--- config.mk ---
export PLATFORM = sky130hd
export DESIGN_NAME = display_scan_controller_flat
export DESIGN_NICKNAME = d
export VERILOG_FILES = /design/src/rtl/display_scan_if.sv /design/src/rtl/display_scan_controller.sv /design/src/flat_wrapper.sv
export SDC_FILE = /design/constraint.sdc
export NUM_CORES = 1
export LEC_CHECK = 0
export ABC_AREA = 0
export BUFFER_PORTS_ARGS = -buffer_cell sky130_fd_sc_hd__buf_2
export CAP_MARGIN = 20
export CORE_MARGIN = 5
export CORE_UTILIZATION = 51
export DETAILED_ROUTE_END_ITERATION = 10
export GPL_TIMING_DRIVEN = 0
export PLACE_DENSITY_LB_ADDON = 0.2
export SYNTH_ARGS = -nofsm -noshare
export SYNTH_HDL_FRONTEND = slang
export SYNTH_SLANG_ARGS = --single-unit
--- constraint.sdc ---
create_clock -name clk_in -period 5.8 [get_ports clk_in]
set_clock_uncertainty 0.05 [all_clocks]
set_input_delay 0.58 -clock clk_in [delete_from_list [all_inputs] [get_ports clk_in]]
set_output_delay 0.58 -clock clk_in [all_outputs]
set_load 0.1 [all_outputs]
--- src/rtl/display_scan_if.sv ---
// Bundle between the display scan controller and its surroundings: time base,
// mode requester and the 7-segment digit decoder / anode drivers.
interface display_scan_if;
  logic [15:0] time_digits_i;
  logic [63:0] scroll_data_i;
  logic        sec_pulse_i;
  logic        mode_req_i;
  logic [1:0]  mode_sel_i;
  logic        mode_ack_o;
  logic [1:0]  type_o;
  logic [1:0]  address_o;
  logic [3:0]  digit_o;
  logic [5:0]  loopindex_o;
  logic        flag_sec_o;
  logic [3:0]  an_n_o;

  modport slave (
    input  time_digits_i, scroll_data_i, sec_pulse_i, mode_req_i, mode_sel_i,
    output mode_ack_o, type_o, address_o, digit_o, loopindex_o, flag_sec_o, an_n_o
  );

  modport master (
    output time_digits_i, scroll_data_i, sec_pulse_i, mode_req_i, mode_sel_i,
    input  mode_ack_o, type_o, address_o, digit_o, loopindex_o, flag_sec_o, an_n_o
  );
endinterface

--- src/rtl/display_scan_controller.sv ---
// Scan sequencer for a 4-digit multiplexed 7-segment display: digit scanning,
// seconds-dot blink, message scrolling and frame-aligned mode switching.
module display_scan_controller #(
  parameter int SCAN_DIV      = 16,
  parameter int SCROLL_FRAMES = 64,
  parameter int SCROLL_LEN    = 16,
  parameter int BLINK_CYC     = 16384
) (
  input  logic          clk_in,
  input  logic          reset,
  display_scan_if.slave bus
);
  localparam int PW = $clog2(SCAN_DIV) + 1;
  localparam int FW = $clog2(SCROLL_FRAMES) + 1;
  localparam int BW = $clog2(BLINK_CYC) + 1;

  typedef enum logic [1:0] {
    M_OFF    = 2'b00,
    M_CLOCK  = 2'b01,
    M_SCROLL = 2'b10
  } mode_e;

  logic [PW-1:0] presc_q, presc_d;
  logic [1:0]    addr_q, addr_d;
  logic [FW-1:0] frame_q, frame_d;
  logic [5:0]    loop_q, loop_d;
  logic [BW-1:0] blink_q, blink_d;
  mode_e         mode_q, mode_d;
  mode_e         latch_q, latch_d;
  logic          pend_q, pend_d;
  logic          ack_q, ack_d;
  logic [3:0]    digit_q, digit_d;
  logic [3:0]    an_q, an_d;
  logic          scan_tick, frame_tick;
  logic [6:0]    idx;

  always_comb begin
    scan_tick  = (presc_q == PW'(SCAN_DIV - 1));
    frame_tick = scan_tick && (addr_q == 2'd3);
    presc_d    = scan_tick ? '0 : presc_q + 1'b1;
    addr_d     = scan_tick ? addr_q + 2'd1 : addr_q;

    mode_d  = mode_q;
    latch_d = latch_q;
    pend_d  = pend_q;
    ack_d   = 1'b0;
    frame_d = frame_q;
    loop_d  = loop_q;

    if (mode_q == M_SCROLL && frame_tick) begin
      if (frame_q == FW'(SCROLL_FRAMES - 1)) begin
        frame_d = '0;
        loop_d  = (loop_q == 6'(SCROLL_LEN - 1)) ? 6'd0 : loop_q + 6'd1;
      end else begin
        frame_d = frame_q + 1'b1;
      end
    end

    // A request latched on a frame-tick edge waits for the following frame.
    if (frame_tick && pend_q) begin
      mode_d  = latch_q;
      loop_d  = '0;
      frame_d = '0;
      pend_d  = 1'b0;
      ack_d   = 1'b1;
    end else if (bus.mode_req_i && !pend_q && !ack_q) begin
      latch_d = (bus.mode_sel_i == 2'b11) ? M_OFF : mode_e'(bus.mode_sel_i);
      pend_d  = 1'b1;
    end

    if (bus.sec_pulse_i)  blink_d = BW'(BLINK_CYC);
    else if (blink_q != 0) blink_d = blink_q - 1'b1;
    else                  blink_d = blink_q;

    // Slot a shows message nibble loopindex+3-a, so the left digit leads.
    idx = {1'b0, loop_d} + 7'd3 - {5'd0, addr_d};
    case (mode_d)
      M_CLOCK:  digit_d = bus.time_digits_i[{addr_d, 2'b00} +: 4];
      M_SCROLL: digit_d = (idx < 7'(SCROLL_LEN)) ? bus.scroll_data_i[{idx[3:0], 2'b00} +: 4]
                                                  : 4'd10;
      default:  digit_d = 4'd0;
    endcase

    // Decoder registers segments, so anodes trail the scan by one cycle.
    an_d = (mode_q == M_OFF) ? 4'hF : ~(4'b0001 << addr_q);
  end

  always_ff @(posedge clk_in or posedge reset) begin
    if (reset) begin
      presc_q <= '0;
      addr_q  <= '0;
      frame_q <= '0;
      loop_q  <= '0;
      blink_q <= '0;
      mode_q  <= M_OFF;
      latch_q <= M_OFF;
      pend_q  <= 1'b0;
      ack_q   <= 1'b0;
      digit_q <= '0;
      an_q    <= 4'hF;
    end else begin
      presc_q <= presc_d;
      addr_q  <= addr_d;
      frame_q <= frame_d;
      loop_q  <= loop_d;
      blink_q <= blink_d;
      mode_q  <= mode_d;
      latch_q <= latch_d;
      pend_q  <= pend_d;
      ack_q   <= ack_d;
      digit_q <= digit_d;
      an_q    <= an_d;
    end
  end

  assign bus.mode_ack_o  = ack_q;
  assign bus.type_o      = mode_q;
  assign bus.address_o   = addr_q;
  assign bus.digit_o     = digit_q;
  assign bus.loopindex_o = loop_q;
  assign bus.flag_sec_o  = (blink_q != '0);
  assign bus.an_n_o      = an_q;
endmodule

--- src/flat_wrapper.sv ---
// flat-port wrapper written by rule: the top's interface ports become plain ports
module display_scan_controller_flat 
#(
  parameter int SCAN_DIV      = 16,
  parameter int SCROLL_FRAMES = 64,
  parameter int SCROLL_LEN    = 16,
  parameter int BLINK_CYC     = 16384
)
  (clk_in, reset, bus_time_digits_i, bus_scroll_data_i, bus_sec_pulse_i, bus_mode_req_i, bus_mode_sel_i, bus_mode_ack_o, bus_type_o, bus_address_o, bus_digit_o, bus_loopindex_o, bus_flag_sec_o, bus_an_n_o);
  display_scan_if bus_i ();
  input  logic clk_in;
  input  logic reset;
  input wire logic [$bits(bus_i.time_digits_i)-1:0] bus_time_digits_i;
  input wire logic [$bits(bus_i.scroll_data_i)-1:0] bus_scroll_data_i;
  input wire logic [$bits(bus_i.sec_pulse_i)-1:0] bus_sec_pulse_i;
  input wire logic [$bits(bus_i.mode_req_i)-1:0] bus_mode_req_i;
  input wire logic [$bits(bus_i.mode_sel_i)-1:0] bus_mode_sel_i;
  output wire logic [$bits(bus_i.mode_ack_o)-1:0] bus_mode_ack_o;
  output wire logic [$bits(bus_i.type_o)-1:0] bus_type_o;
  output wire logic [$bits(bus_i.address_o)-1:0] bus_address_o;
  output wire logic [$bits(bus_i.digit_o)-1:0] bus_digit_o;
  output wire logic [$bits(bus_i.loopindex_o)-1:0] bus_loopindex_o;
  output wire logic [$bits(bus_i.flag_sec_o)-1:0] bus_flag_sec_o;
  output wire logic [$bits(bus_i.an_n_o)-1:0] bus_an_n_o;
  assign bus_i.time_digits_i = bus_time_digits_i;
  assign bus_i.scroll_data_i = bus_scroll_data_i;
  assign bus_i.sec_pulse_i = bus_sec_pulse_i;
  assign bus_i.mode_req_i = bus_mode_req_i;
  assign bus_i.mode_sel_i = bus_mode_sel_i;
  assign bus_mode_ack_o = bus_i.mode_ack_o;
  assign bus_type_o = bus_i.type_o;
  assign bus_address_o = bus_i.address_o;
  assign bus_digit_o = bus_i.digit_o;
  assign bus_loopindex_o = bus_i.loopindex_o;
  assign bus_flag_sec_o = bus_i.flag_sec_o;
  assign bus_an_n_o = bus_i.an_n_o;
  display_scan_controller #(.SCAN_DIV(SCAN_DIV), .SCROLL_FRAMES(SCROLL_FRAMES), .SCROLL_LEN(SCROLL_LEN), .BLINK_CYC(BLINK_CYC)) u_core (.clk_in(clk_in), .reset(reset), .bus(bus_i));
endmodule
==> results of run 1 <==
registers in the layout (all words and copies together), names as in the netlist:
| signal | cells |
|---|---|
| u_core.blink_q | 15 |
| u_core.frame_q | 7 |
| u_core.bus.loopindex_o | 6 |
| u_core.presc_q | 5 |
| u_core.bus.an_n_o | 4 |
| u_core.bus.digit_o | 4 |
| u_core.bus.address_o | 2 |
| u_core.bus.type_o | 2 |
| u_core.latch_q | 2 |
| u_core.bus.mode_ack_o | 1 |
| u_core.pend_q | 1 |
per-stage QoR:
step	utilization [%]	power [mW]
final	65.1	0.839
after global routing	65.1	0.900
after CTS	65.1	0.847
after detailed placement	63.6	0.642
after global placement	63.3	0.634
after floorplan	-	0.578
critical path, delay by kind of cell (launching register included):
family | cells | cell delay, ns
fa+ha+maj | 4 | 1.17
flops | 1 | 0.38
buf+inv | 1 | 0.13
xor+xnor | 1 | 0.17
compound gates | 6 | 1.50
simple gates | 4 | 1.01
worst paths after layout:
check,from,to
setup / recovery,u_core.presc_q[0],u_core.bus.digit_o[1]
hold / removal,reset,u_core.blink_q[1]
hold reg to reg,u_core.presc_q[0],u_core.presc_q[0]
min in group clk_in,u_core.presc_q[0],u_core.presc_q[0]
max in group asynchronous,reset,u_core.bus.an_n_o[3]
setup reg to reg,u_core.presc_q[0],u_core.bus.digit_o[1]
metal layers:
metal | vias to the layer above | track usage [%]
met3 | 6 | 4.19
met1 | 1228 | 25.2
li1 | 1272 | -
met4 | 0 | 4.95
met5 | - | 0
met2 | 99 | 35.5
cell families after synthesis:
logic type	share of synthesized area, %
AOI/OAI and AO/OA	8.43
xor gates and xnor gates	6.44
adders and majority gates	7.79
buffers and inverters	3.86
DFF	39.1
muxes	16.7
and+or+nand+nor	17.6
placed cells by master (no fill, tap or decap), types with 3 or more instances in the layout:
cell type	n
clkbuf_1	7
or3_1	4
dfrtp_1	45
mux4_2	20
nand3_1	6
inv_1	18
ha_1	18
nor2_1	28
nand2b_1	4
a211o_1	3
nand2_1	22
a211oi_1	3
nor3_1	13
clkbuf_8	6
a21oi_1	15
o21ai_0	12
dfstp_2	4
and3_2	4
xor2_1	11
xnor2_1	9
mux2i_1	5
buf_2	106
nor3b_1	3
power breakdown:
group / switching (mW) / internal [mW]
clock: 0.107 / 0.0974
combinational: 0.107 / 0.110
sequential: 0.0358 / 0.382
total: 0.250 / 0.589
layout make-up:
cell class / count / area, um^2
fill: 492 / 2080
multi-input combinational: 213 / 1800
sequential: 49 / 1230
timing repair buffer: 106 / 546
tap: 75 / 93.8
clock buffer: 8 / 90.1
inverter: 19 / 71.3
buffer: 9 / 50.0
==> run_results.csv, run 1 <==
group,metric,value,unit
place,gp_congestion,0.816,
floorplan,io_pins,106,
synth,synth_edf_count,0,
place,placed_area,3790,um^2
synth,ys_types,49,
route,via_per_inst,5.44,
cts,cts_root_buf,"clkbuf_8",
cts,htree_levels,2,
floorplan,dieArea,7840,um^2
cts,cts-resized-gates,0,
synth,synth_top_area_share,35.8,%
layout,final_area,3880,um^2
place,dp_slack,1.28,ns
route,wire_per_inst,15.0,um
status,status,"finished clean",
place,dp_hpwl,5940,um
synth,synthMostInstantiatedCell,"dfrtp_1",
route,met2_length,3640,um
synth,ys.flop_type,"dfrtp_1",
place,place.port_buffers,105,
floorplan,die_h,88.6,um
route,top_layer,"met4",
cts,hold_buffers,0,
route,antenna_left,0,
floorplan,die_w,88.6,um
layout,nNetsFinal,508,
cts,cts.reportedPaths.clkPinSlew,0.09,ns
cts,clock_latency,0.30,ns
global_route,grt_start_max_net_pins,44,
power,ir_drop,0.000173,V
layout,antennaDiodeCount,0,
cts,post_cts_buffers,0,
layout,drive_gt1_share,38.1,%
synth,async_flop_share,100,%
power,leakagePower,1.84,nW
sta,setup_ws,1.27,ns
sta,rsz0062_at_grt,"no",
worst_setup_path,cp.required,5.94,ns
worst_setup_path,cp_data_arrival_time,4.67,ns
synth,yosys.area.top_type,"dfrtp_1",
route,met1_length,2970,um
layout,area_growth,23.2,%
sta,fin_setup_tns,0,ns
synth,avgSynthCellArea,10.9,um^2
worst_setup_path,path_common_cell,"ha_1",
route,vias,2605,
synth,ys_seq_elements,49,
sta,finalSetupViolations,0,
floorplan,core_area,5960,um^2
synth,synthTopCellsByCount,"dfrtp_1, nor2_1, nand2_1",
route,drt-initial-drc-count,85,
route,drt_pre_antenna_iters,4,
cts,cts-buffers-inserted,5,
sta,hold_ws,0.111,ns
global_route,antenna_found_initial,0,
worst_setup_path,cp-start-kind,"register",
place,dp_cells,471,
route,drcViolationCount,0,
global_route,overflow,0,
sta,clock.fmax,0.221,GHz
floorplan,row_count,28,
layout,finalNonFillerCells,479,
global_route,grt_pass1_vias,2728,
synth,yosysWarnings,0,
worst_setup_path,r2r_slack,1.27,ns
worst_setup_path,rr_worst_depth,16,
route,wl_met3,528,um
sta,worstMarginPinSlew,0.930,ns
sta,finalCriticalPeriod,4.53,ns
global_route,track_usage,20.1,%
global_route,grt_pass1_wl,12300,um
sta,maxSlewViolCount,0,
job,max_cap_viol_count,0,
synth,ys_seq_area_share,39.1,%
cts,cts_tree,"done",
worst_setup_path,cp_cell_sequence,"ha_1, and4b_1, buf_6, nand4b_1, nor2_1, nand3_1, a21oi_1, ha_1, ha_1, fa_1, a211oi_1, xor2_1, o21ai_0, a211o_1, o41ai_1, a21oi_1",
power,power_density,216,nW/um^2
worst_setup_path,cp-end-kind,"register",
synth,synth_cells,290,
worst_setup_path,critical_path.max_stage_delay,0.47,ns
worst_setup_path,criticalPathCategory,"register to register",
sta,hold_viol,0,
worst_setup_path,slowest_stage,"fa_1",
synth,mappedNetlistArea,3150,um^2
cts,cts_buffer_depth,2,
cts,cts.sinks,49,
sta,max-slew-margin-rel,37.6,%
floorplan,initial_core_util,52.9,%
sta,fin_crit_sh,78.1,%
synth,synth_fp_nets,395,
synth,yosys-top-cells-area,"dfrtp_1, mux4_2, ha_1, dfstp_2, nor2_1",
worst_hold_path,hp-class,"input pin to asynchronous set/reset pin",
worst_setup_path,crit_path_max_fanout,8,
route,finalWirelength,7200,um
Note: power is estimated with default switching activity, not from simulation.
==> inputs of run 2 (changes only) <==
Settings changed: CORE_UTILIZATION 51 to 46.
Clock period 5.8 ns to 4 ns, I/O delays scaled along.
==> run_results.csv, run 2 (synthesized netlist as in run 1, its figures left out) <==
group,metric,value,unit
cts,cts_buffer_depth,2,
route,drt_pre_antenna_iters,4,
worst_hold_path,hp-class,"input pin to register",
worst_setup_path,critical_path.max_stage_delay,0.43,ns
layout,most-common-layout-cells,"buf_2, dfrtp_1, nor2_1",
layout,nNetsFinal,515,
route,wire_per_inst,15.4,um
power,p_clk_share,24.8,%
floorplan,core_area,6720,um^2
sta,worstMarginPinSlew,0.573,ns
floorplan,die_w,92.7,um
power,leakagePower,1.90,nW
power,fin_total_pwr,1.23,mW
power,seq_power_share,49.5,%
route,finalWirelength,7580,um
sta,maxSlewViolCount,0,
sta,finalSetupViolations,0,
route,via_per_inst,5.29,
worst_setup_path,cp_data_arrival_time,3.96,ns
worst_setup_path,criticalPathCategory,"register to register",
worst_setup_path,cp.required,4.13,ns
cts,cts.reportedPaths.clkPinSlew,0.09,ns
global_route,grt_start_max_net_pins,41,
layout,finalNonFillerCells,491,
power,power_density,303,nW/um^2
cts,cts.sinks,49,
route,drcViolationCount,0,
layout,drive_gt1_share,46.0,%
sta,hold_viol,0,
layout,antennaDiodeCount,0,
power,p_comb_share,25.8,%
worst_setup_path,cp-start-kind,"register",
sta,finalCriticalPeriod,3.83,ns
route,antenna_left,0,
route,drt-initial-drc-count,78,
cts,cts_tree,"done",
floorplan,row_count,30,
sta,clock.fmax,0.261,GHz
layout,nFillCells,560,
worst_setup_path,crit_path_max_fanout,10,
place,place.port_buffers,105,
cts,cts_root_buf,"clkbuf_8",
place,gp_congestion,0.931,
cts,htree_levels,2,
layout,area_growth,29.6,%
sta,fin_crit_sh,95.8,%
global_route,track_usage,18.9,%
power,p_sw_share,30.8,%
global_route,grt_pass1_vias,2896,
global_route,antenna_found_initial,0,
global_route,grt_pass1_wl,13100,um
floorplan,initial_core_util,46.9,%
layout,top_register,"u_core.blink_q",
worst_setup_path,cp_cell_sequence,"ha_4, and4b_1, buf_6, and3_4, buf_6, clkbuf_4, a21oi_2, ha_1, ha_4, fa_2, a211oi_2, xor2_1, o21ai_1, a211o_1, o41ai_2, a21oi_1",
cts,cts-buffers-inserted,5,
layout,largest_reg_flops,15,
floorplan,io_pins,106,
worst_setup_path,cp-end-kind,"register",
power,switchingPower,0.380,mW
route,vias,2597,
layout,regArea,1250,um^2
worst_setup_path,slowest_stage,"dfrtp_1",
power,ir_drop,0.000182,V
sta,max-slew-margin-rel,61.6,%
place,dp_hpwl,6170,um
place,dp_cells,476,
job,max_cap_viol_count,0,
floorplan,dieArea,8600,um^2
floorplan,die_h,92.7,um
layout,layout_commonest_cell,"buf_2",
global_route,overflow,0,
layout,utilization,60.7,%
power,p_int,0.854,mW
cts,clock_latency,0.30,ns
layout,multi_input_area,1890,um^2
status,status,"finished clean",
run 2: area by class of cell:
type                    instances  share of cell area [%]
well taps                      80                    2.45
clock inverters                 2                   0.337
plain buffers                   6                    1.10
repair buffers                116                    15.4
inverters                      19                    1.75
clock buffers                   6                    2.02
flip-flops and latches         49                    30.6
multi-input cells             213                    46.3
run 2: critical path: cells and delay by family, from the launching register on:
kind	cells	cell delay [ns]
buffers and inverters	3	0.46
adder cells (fa/ha/maj)	4	0.96
AO/OA/AOI/OAI	6	1.27
flip-flops	1	0.43
XOR/XNOR	1	0.17
AND/OR/NAND/NOR	2	0.36
run 2: power by group through the flow:
stage | sequential (mW) | combinational, mW | clock, mW
after CTS | 0.610 | 0.322 | 0.314
after detailed placement | 0.620 | 0.318 | 0
after global placement | 0.614 | 0.306 | 0
final | 0.610 | 0.318 | 0.306
after global routing | 0.620 | 0.368 | 0.336
after floorplan | 0.605 | 0.233 | 0
run 2: what timing repair did:
item                                    CTS  global route
endpoints found under the hold margin     9             0
pin swaps                                 4            12
hold buffers                              1             0
buffers inserted                          2             7
resized for setup                         9            13
cloned                                    0             0
endpoints found under the setup margin    4             4
run 2: final timing paths:
kind                                   start                        end  slack, ns  depth (start not counted)
min reg2reg                u_core.presc_q[4]          u_core.presc_q[4]       0.45                          2
max reg2reg                u_core.presc_q[0]      u_core.bus.digit_o[3]       0.17                         16
max                        u_core.presc_q[0]      u_core.bus.digit_o[3]       0.17                         16
min in group asynchronous              reset  u_core.bus.loopindex_o[0]       0.51                          3
max in group asynchronous              reset       u_core.bus.an_n_o[1]       2.84                          4
min                          bus_sec_pulse_i         u_core.blink_q[11]       0.28                          2
run 2: per-stage QoR:
step / setup slack, ns / setup TNS [ns] / instance area, um^2 / hold WS [ns]
floorplan: 0.0533 / 0 / 3170 / 0.379
global placement: -0.383 / -1.14 / 3800 / 0.394
detailed placement: -0.390 / -1.25 / 3820 / 0.293
CTS: 0.00286 / 0 / 3970 / 0.273
global route: -0.0154 / -0.0154 / 4080 / 0.282
finish: 0.170 / 0 / 4080 / 0.277
run 2: per-layer routing:
layer | up-vias | part of all wire [%] | track usage, %
met2 | 93 | 49 | 33.2
met4 | 0 | 2.1 | 5.49
met1 | 1211 | 41 | 22.3
met5 | - | 0 | 0
li1 | 1281 | - | -
met3 | 12 | 7.9 | 5.69
==> inputs of run 3 (changes only) <==
Settings changed: CTS_CLUSTER_SIZE set to 25, SETUP_SLACK_MARGIN set to 0.5.
==> run_results.csv, run 3 (synthesized netlist as in run 1, its figures left out) <==
group,metric,value,unit
status,status,"finished clean",
sta,worstMarginPinSlew,0.549,ns
cts,cts_tree,"done",
floorplan,die_h,92.7,um
global_route,overflow,0,
cts,cts.sinks,49,
cts,cts_buffer_depth,2,
route,drt_pre_antenna_iters,4,
worst_setup_path,rr_worst_depth,16,
route,finalWirelength,7600,um
sta,fin_crit_sh,96.2,%
global_route,track_usage,18.3,%
worst_setup_path,cp-end-kind,"register",
sta,hold_ws,0.0539,ns
cts,cts-buffers-inserted,5,
worst_setup_path,cp-start-kind,"register",
global_route,grt_start_max_net_pins,29,
layout,multi_input_area,1910,um^2
floorplan,row_count,30,
layout,drive_gt1_share,48.4,%
cts,cts.reportedPaths.clkPinSlew,0.10,ns
floorplan,io_pins,106,
sta,hold_viol,0,
place,place.port_buffers,105,
floorplan,dieArea,8600,um^2
layout,layout_commonest_cell,"buf_2",
global_route,grt_pass1_wl,12500,um
layout,regArea,1250,um^2
layout,nNetsFinal,523,
route,drcViolationCount,0,
sta,clock.fmax,0.260,GHz
power,leakagePower,1.95,nW
cts,htree_levels,2,
floorplan,core_area,6720,um^2
floorplan,initial_core_util,46.9,%
worst_hold_path,hp-class,"input pin to asynchronous set/reset pin",
layout,antennaDiodeCount,0,
sta,finalCriticalPeriod,3.85,ns
worst_setup_path,crit_path_max_fanout,10,
sta,finalSetupViolations,0,
floorplan,die_w,92.7,um
route,wire_per_inst,15.2,um
power,ir_drop,0.000137,V
route,vias,2680,
cts,hold_buffers,0,
worst_setup_path,r2r_slack,0.15,ns
place,dp_hpwl,5930,um
global_route,grt_pass1_vias,2824,
sta,max-slew-margin-rel,62.9,%
worst_setup_path,r2r_start,"u_core.presc_q[1]",
route,drt-initial-drc-count,80,
layout,most-common-layout-cells,"buf_2, dfrtp_1, nor2_1",
global_route,antenna_found_initial,0,
route,antenna_left,0,
sta,rsz0062_at_grt,"yes",
layout,top_register,"u_core.blink_q",
layout,largest_reg_flops,15,
cts,clock_latency,0.31,ns
route,via_per_inst,5.37,
job,max_cap_viol_count,0,
worst_setup_path,criticalPathCategory,"register to register",
layout,nFillCells,564,
layout,area_growth,32.6,%
cts,cts_root_buf,"clkbuf_8",
worst_setup_path,rr_endpoint,"u_core.bus.digit_o[3]",
power,fin_total_pwr,1.28,mW
worst_setup_path,cp_data_arrival_time,3.98,ns
sta,maxSlewViolCount,0,
power,power_density,307,nW/um^2
place,gp_congestion,0.839,
worst_setup_path,cp.required,4.13,ns
-- run 3: stage by stage --
step / util, % / TNS (ns) / worst slack (ns) / instance area (um^2) / cells
global route: 62.1 / -0.0555 / -0.0513 / 4170 / 499
finish: 62.1 / 0 / 0.152 / 4170 / 499
CTS: 60.9 / 0 / 0.176 / 4100 / 494
floorplan: - / 0 / 0.340 / 3220 / 290
detailed placement: 57.5 / -0.626 / -0.197 / 3860 / 476
global placement: 57.2 / -0.334 / -0.117 / 3840 / 475
-- run 3: worst max-delay path by stage --
stage	startpoint	depth (start not counted)	to
6_report	u_core.presc_q[1]	16	u_core.bus.digit_o[3]
5_1_grt	u_core.presc_q[1]	16	u_core.bus.digit_o[1]
4_1_cts	u_core.presc_q[1]	16	u_core.bus.digit_o[0]
3_5_place_dp	u_core.presc_q[0]	16	u_core.bus.digit_o[0]
3_3_place_gp	u_core.presc_q[0]	16	u_core.bus.digit_o[0]
2_1_floorplan	u_core.presc_q[0]	16	u_core.bus.digit_o[1]
-- run 3: routing by layer --
layer,global-route usage (%),vias to the layer above,wire (um)
li1,-,1303,-
met1,22.3,1271,3210
met2,32.7,93,3820
met3,3.90,13,449
met4,4.88,0,123
met5,0,-,0
-- run 3: what timing repair did --
item | 4_1_cts | 5_1_grt
resized for setup | 11 | 9
pin swaps | 4 | 4
hold endpoints to repair | 0 | 0
setup endpoints to repair | 4 | 4
setup buffers | 10 | 5
-- run 3: area by class of cell --
| class | count | area share, % |
|---|---|---|
| inverter | 19 | 1.71 |
| timing repair buffer | 121 | 15.8 |
| clock inverter | 3 | 1.05 |
| multi-input combinational | 213 | 45.8 |
| buffer | 9 | 1.65 |
| tap | 80 | 2.40 |
| sequential | 49 | 29.9 |
| clock buffer | 5 | 1.65 |
-- run 3: report_power, final --
part | leakage [nW] | switching, mW | internal, mW
clock network | 0.0585 | 0.169 | 0.187
registers | 0.626 | 0.0563 | 0.554
logic | 1.27 | 0.156 | 0.159
-- run 3: critical path: stages, from the launching register on --
cell,delay (ns)
dfrtp_1,0.40
ha_2,0.20
and4b_1,0.18
buf_6,0.12
and3_4,0.19
buf_6,0.14
clkbuf_2,0.22
a21oi_2,0.19
ha_1,0.28
ha_4,0.18
fa_2,0.35
a211oi_2,0.22
xor2_1,0.16
o21ai_1,0.07
a211o_1,0.31
o41ai_2,0.36
a21oi_1,0.11
